===== src/rtl/debounce_up_down.sv =====
`default_nettype none
// ============================================================================
// Module   : debounce_up_down
// Purpose  : Two-button front end for an up/down counter. Each raw button is
//            synchronised and debounced. A shared arbiter FSM then turns the
//            debounced levels into single-cycle up/down step pulses, with
//            auto-repeat while a button is held.
// Revision : 1.0 - initial release
// ============================================================================
module debounce_up_down #(
  parameter int DEBOUNCE_CYCLES = 500000,
  parameter int HOLD_CYCLES     = 25000000,
  parameter int REPEAT_CYCLES   = 5000000
) (
  input  logic clk,
  input  logic rst,         // synchronous, active-low
  input  logic btn_up,
  input  logic btn_down,
  input  logic enable,
  output logic up,
  output logic down,
  output logic up_level,
  output logic down_level
);

  localparam int DW   = $clog2(DEBOUNCE_CYCLES);
  localparam int TMAX = (HOLD_CYCLES > REPEAT_CYCLES) ? HOLD_CYCLES : REPEAT_CYCLES;
  localparam int TW   = $clog2(TMAX);

  localparam logic [DW-1:0] C_DEB_LAST  = DW'(DEBOUNCE_CYCLES - 1);
  localparam logic [TW-1:0] C_HOLD_LAST = TW'(HOLD_CYCLES - 1);
  localparam logic [TW-1:0] C_REP_LAST  = TW'(REPEAT_CYCLES - 1);

  // Bit 0 is the up button, bit 1 is the down button.
  logic [1:0] w_raw;
  logic [1:0] w_level;

  assign w_raw = {btn_down, btn_up};

  for (genvar i = 0; i < 2; i++) begin : g_btn
    logic          r_meta;
    logic          r_sync;
    logic          r_level;
    logic [DW-1:0] r_cnt;

    // Two-flop synchroniser, then a counter that only flips the level once
    // the synchronised input has disagreed with it for DEBOUNCE_CYCLES cycles.
    always_ff @(posedge clk) begin
      if (!rst) begin
        r_meta  <= 1'b0;
        r_sync  <= 1'b0;
        r_level <= 1'b0;
        r_cnt   <= '0;
      end else begin
        r_meta <= w_raw[i];
        r_sync <= r_meta;
        if (r_sync == r_level) begin
          r_cnt <= '0;
        end else if (r_cnt == C_DEB_LAST) begin
          r_level <= ~r_level;
          r_cnt   <= '0;
        end else begin
          r_cnt <= r_cnt + 1'b1;
        end
      end
    end

    assign w_level[i] = r_level;
  end

  assign up_level   = w_level[0];
  assign down_level = w_level[1];

  typedef enum logic [1:0] {
    ST_IDLE   = 2'd0,
    ST_HOLD   = 2'd1,
    ST_REPEAT = 2'd2,
    ST_LOCK   = 2'd3
  } state_t;

  state_t        r_state;
  state_t        w_state_nx;
  logic          r_dir;       // 0 = up active, 1 = down active
  logic          w_dir_nx;
  logic [TW-1:0] r_timer;
  logic [TW-1:0] w_timer_nx;
  logic          w_up_nx;
  logic          w_down_nx;
  logic          w_dir_lvl;
  logic          w_oth_lvl;
  logic [TW-1:0] w_tlast;

  assign w_dir_lvl = r_dir ? w_level[1] : w_level[0];
  assign w_oth_lvl = r_dir ? w_level[0] : w_level[1];
  assign w_tlast   = (r_state == ST_HOLD) ? C_HOLD_LAST : C_REP_LAST;

  // Arbiter state register and registered step pulses.
  always_ff @(posedge clk) begin
    if (!rst) begin
      r_state <= ST_IDLE;
      r_dir   <= 1'b0;
      r_timer <= '0;
      up      <= 1'b0;
      down    <= 1'b0;
    end else begin
      r_state <= w_state_nx;
      r_dir   <= w_dir_nx;
      r_timer <= w_timer_nx;
      up      <= w_up_nx;
      down    <= w_down_nx;
    end
  end

  // Next-state logic: release beats lock, lock beats a timer expiry, so a
  // pulse is never issued on the cycle the button lets go or enable drops.
  always_comb begin
    w_state_nx = r_state;
    w_dir_nx   = r_dir;
    w_timer_nx = r_timer;
    w_up_nx    = 1'b0;
    w_down_nx  = 1'b0;
    unique case (r_state)
      ST_IDLE: begin
        if (!enable || (&w_level)) begin
          w_state_nx = ST_LOCK;
        end else if (w_level[0]) begin
          w_up_nx    = 1'b1;
          w_dir_nx   = 1'b0;
          w_timer_nx = '0;
          w_state_nx = ST_HOLD;
        end else if (w_level[1]) begin
          w_down_nx  = 1'b1;
          w_dir_nx   = 1'b1;
          w_timer_nx = '0;
          w_state_nx = ST_HOLD;
        end
      end
      ST_HOLD, ST_REPEAT: begin
        if (!w_dir_lvl) begin
          w_timer_nx = '0;
          w_state_nx = ST_IDLE;
        end else if (w_oth_lvl || !enable) begin
          w_timer_nx = '0;
          w_state_nx = ST_LOCK;
        end else if (r_timer == w_tlast) begin
          w_up_nx    = ~r_dir;
          w_down_nx  = r_dir;
          w_timer_nx = '0;
          w_state_nx = ST_REPEAT;
        end else begin
          w_timer_nx = r_timer + 1'b1;
        end
      end
      ST_LOCK: begin
        if (enable && (w_level == 2'b00)) begin
          w_state_nx = ST_IDLE;
        end
      end
      default: begin
        w_state_nx = ST_IDLE;
      end
    endcase
  end

endmodule
`default_nettype wire


===== config.mk =====
export PLATFORM = sky130hd
export DESIGN_NAME = debounce_up_down
export DESIGN_NICKNAME = d
export VERILOG_FILES = /design/src/rtl/debounce_up_down.sv
export SDC_FILE = /design/constraint.sdc
export NUM_CORES = 1
export LEC_CHECK = 0
export CORE_MARGIN = 4
export CORE_UTILIZATION = 65
export CTS_CLUSTER_SIZE = 40
export DETAILED_ROUTE_END_ITERATION = 10
export GPL_ROUTABILITY_DRIVEN = 0
export PLACE_DENSITY = 0.93
export SYNTH_ARGS = -nofsm -noshare
export SYNTH_HDL_FRONTEND = slang
export SYNTH_SLANG_ARGS = --single-unit

===== constraint.sdc =====
create_clock -name clk -period 3.55 [get_ports clk]
set_input_delay 0.71 -clock clk [delete_from_list [all_inputs] [get_ports clk]]
set_output_delay 0.71 -clock clk [all_outputs]
set_load 0.1 [all_outputs]

==> impl_metrics.ini <==
[yosys]
synth_ff_type = dfxtp_1
synth-seq-cells = 74
syn_avg_cell_area_um2 = 8.73
synth_edf_count = 0
synthCells = 404
synth_cell_types = 50
synth_top_family_by_area = simple AND/OR/NAND/NOR gates
muxShareOfSynthArea_pct = 1.45
synth_area_um2 = 3530
synthAdderAreaFrac_pct = 2.48
yosys.area_share.simple_pct = 29.9
synthArstFlopShare_pct = 0
synth_compound_area_share_pct = 5.07
synth-seq-area-share_pct = 42.0
synth.net_count = 416
synth-xor-area-share_pct = 15.1
synth_warnings = 0

[layout]
area_growth_syn_to_layout_pct = 8.19
drive_gt1_share_pct = 6.02
fillers = 374
seqCellArea_um2 = 1480
multi_input_area_um2 = 1910
nets = 422
diodes = 0

[clock_network]
cts_tree = built
clk_latency_ps = 340
numCtsBuffers = 9
cts_setup_buffers = 0
cts_resized = 0
hold_buffers = 0
clk_pin_slew_worst_paths_ps = 80
clockBufferDepth = 2
clock_sinks = 74
cts-root-buf = clkbuf_8
cts_htree_levels = 3

[floorplan]
die_w_um = 81.7
die_h_um = 81.7
num_rows = 26
ios = 9
start_util_pct = 68.2
die_area_um2 = 6670
coreArea_um2 = 5170

[sta]
finalCritPeriodShare_pct = 75.8
tns_ps = 0
max-slew-margin-rel_pct = 35.6
skew_ps = 9.12
period_minus_slack_ps = 2690
worst_pin_slew_ps = 963
slew_viol_final = 0
finalSetupViolations = 0
rsz0062_at_grt = no
hold_violations = 0
fmax_mhz = 372

[route]
vias = 2739
firstDrtPassIters = 4
route.antenna.remaining_nets = 0
drt_iter0_markers = 143
wl_per_cell_um = 13.4
post-route-drc-count = 0
routed_via_density = 5.65
wl_um = 6520

[worst_setup_path]
cp.arrival_ps = 2880
r2r_start = r_state[1]$_SDFFE_PN0P_
start_kind = flop
reg2reg_depth = 7
required_ps = 3740
cp_max_fo = 25
criticalPathCategory = flop to flop
rr_endpoint = r_timer[21]$_SDFFE_PN0P_
reg2reg_slack_ps = 860
end_kind = flop

[global_routing]
grtUsageTotal_pct = 22.4
grt_max_degree = 26
grt_pass1_vias = 2731
grt_overflow = 0
antenna_found_initial = 0
grt_pass1_wl_um = 11600

[pwr]
ir_drop_mv = 0.518
power_density_nw_per_um2 = 448
power_leakage_uw = 0.00122
fin_total_pwr_uw = 1710

[min_path]
hold_start = g_btn[1].r_meta$_SDFF_PN0_
hold_path_depth = 1
hold_end = g_btn[1].r_sync$_SDFF_PN0_
hold_class = flop to flop

[place]
port_buffers = 8
hpwl_um = 4450

[flow_run]
maxCapViolations = 0

[status]
status = complete, no violations
through the flow:
stage | util [%] | hold slack, ps | cell area (µm²) | std cells | setup WS, ps
floorplan | - | 412 | 3530 | 404 | 1210
detailed placement | 70.0 | 423 | 3620 | 469 | 895
finish | 73.8 | 429 | 3820 | 485 | 861
CTS | 73.8 | 432 | 3820 | 485 | 892
global route | 73.8 | 454 | 3820 | 485 | 772
global placement | 70.0 | 415 | 3620 | 469 | 937
critical path, stage by stage, from the launching register on:
cell,delay [ps]
dfxtp_1,360
inv_1,90
ha_1,250
nor4bb_1,370
nand3b_1,180
a2111o_1,510
a31oi_4,640
nor2_1,130
how the worst max path moves through the flow:
stage	from	end	slack [ps]	cells past startpoint
detailed placement	enable	r_timer[24]$_SDFFE_PN0P_	900	6
floorplan	up_level$_SDFFE_PN0P_	r_timer[11]$_SDFFE_PN0P_	1210	6
global route	r_state[1]$_SDFFE_PN0P_	r_timer[15]$_SDFFE_PN0P_	770	7
CTS	r_state[1]$_SDFFE_PN0P_	r_timer[21]$_SDFFE_PN0P_	890	7
finish	r_state[1]$_SDFFE_PN0P_	r_timer[21]$_SDFFE_PN0P_	860	7
global placement	enable	r_timer[24]$_SDFFE_PN0P_	940	6
registers in the layout, indices dropped and copies added, names as in the netlist:
signal,count
up,1
g_btn.r_cnt,38
g_btn.r_sync,2
g_btn.r_meta,2
up_level,1
r_state,2
r_timer,25
down,1
r_dir,1
down_level,1
Yosys cell counts, types with 3 or more instances:
master    count  area [µm²]
and3_1        3        18.8
mux2i_1       4        40.0
nor3_1       19        95.1
nand4b_1      3        26.3
nand3b_1      3        22.5
dfxtp_1      74        1480
nor4_1        7        43.8
buf_2         3        15.0
nor2b_1       4        25.0
nor2_1       78         293
a21oi_1       4        20.0
and4_1        6        52.6
nand2_1      22        82.6
xor2_1       21         184
clkbuf_1      5        18.8
xnor2_1      40         350
o211ai_1      3        22.5
ha_1          7        87.6
nand4_1      15        93.8
nand3_1      20         100
nor3b_1       4        30.0
inv_1        19        71.3
and2_1        7        43.8
where the power goes:
part / internal [µW] / switching, µW
Clock: 326 / 305
Combinational: 80.1 / 135
Sequential: 849 / 17.1
per-layer routing:
metal | wire, µm | vias to the layer above | global-route usage [%] | part of all wire, %
met2 | 3300 | 47 | 39.4 | 51
met1 | 2920 | 1292 | 25.2 | 45
met4 | 57 | 0 | 8.64 | 0.87
met3 | 248 | 4 | 6.80 | 3.8
met5 | 0 | - | 0 | 0
li1 | - | 1396 | - | -
cells in the final DEF, fill, tap and decap left out, types with 2 or more instances in the layout:
| master | netlist | routed |
|---|---|---|
| inv_1 | 19 | 19 |
| ha_1 | 7 | 7 |
| nand2_1 | 22 | 22 |
| dfxtp_1 | 74 | 74 |
| a21oi_1 | 4 | 4 |
| nor3b_1 | 4 | 4 |
| or3_1 | 2 | 2 |
| nand3_1 | 20 | 20 |
| xor2_1 | 21 | 21 |
| a32oi_1 | 2 | 2 |
| mux2i_1 | 4 | 4 |
| and3_1 | 3 | 3 |
| nor2b_1 | 4 | 4 |
| and4_1 | 6 | 6 |
| buf_4 | 0 | 2 |
| clkdlybuf4s50_1 | 0 | 6 |
| clkinvlp_4 | 0 | 2 |
| xnor2_1 | 40 | 40 |
| and2_1 | 7 | 7 |
| clkbuf_8 | 0 | 9 |
| nor4_1 | 7 | 7 |
| a211oi_1 | 2 | 2 |
| clkinv_4 | 0 | 2 |
| nor4b_1 | 2 | 2 |
| o211ai_1 | 3 | 3 |
| nor3_1 | 19 | 19 |
| nor2_1 | 78 | 78 |
| nand4b_1 | 3 | 3 |
| nand3b_1 | 3 | 3 |
| nand4_1 | 15 | 15 |
final cells by class:
cell class	count	share of cell area [%]
clock inverter	6	1.77
multi-input combinational	298	50.0
inverter	19	1.87
timing repair buffer	8	1.97
sequential	74	38.8
clock buffer	10	3.34
tap	70	2.29
cell families after synthesis:
family	after synthesis
compound gates	21
xor+xnor	61
fa+ha+maj	7
buf+inv	32
flops	74
mux	5
simple gates	204
Note: power is estimated with default switching activity, not from simulation.
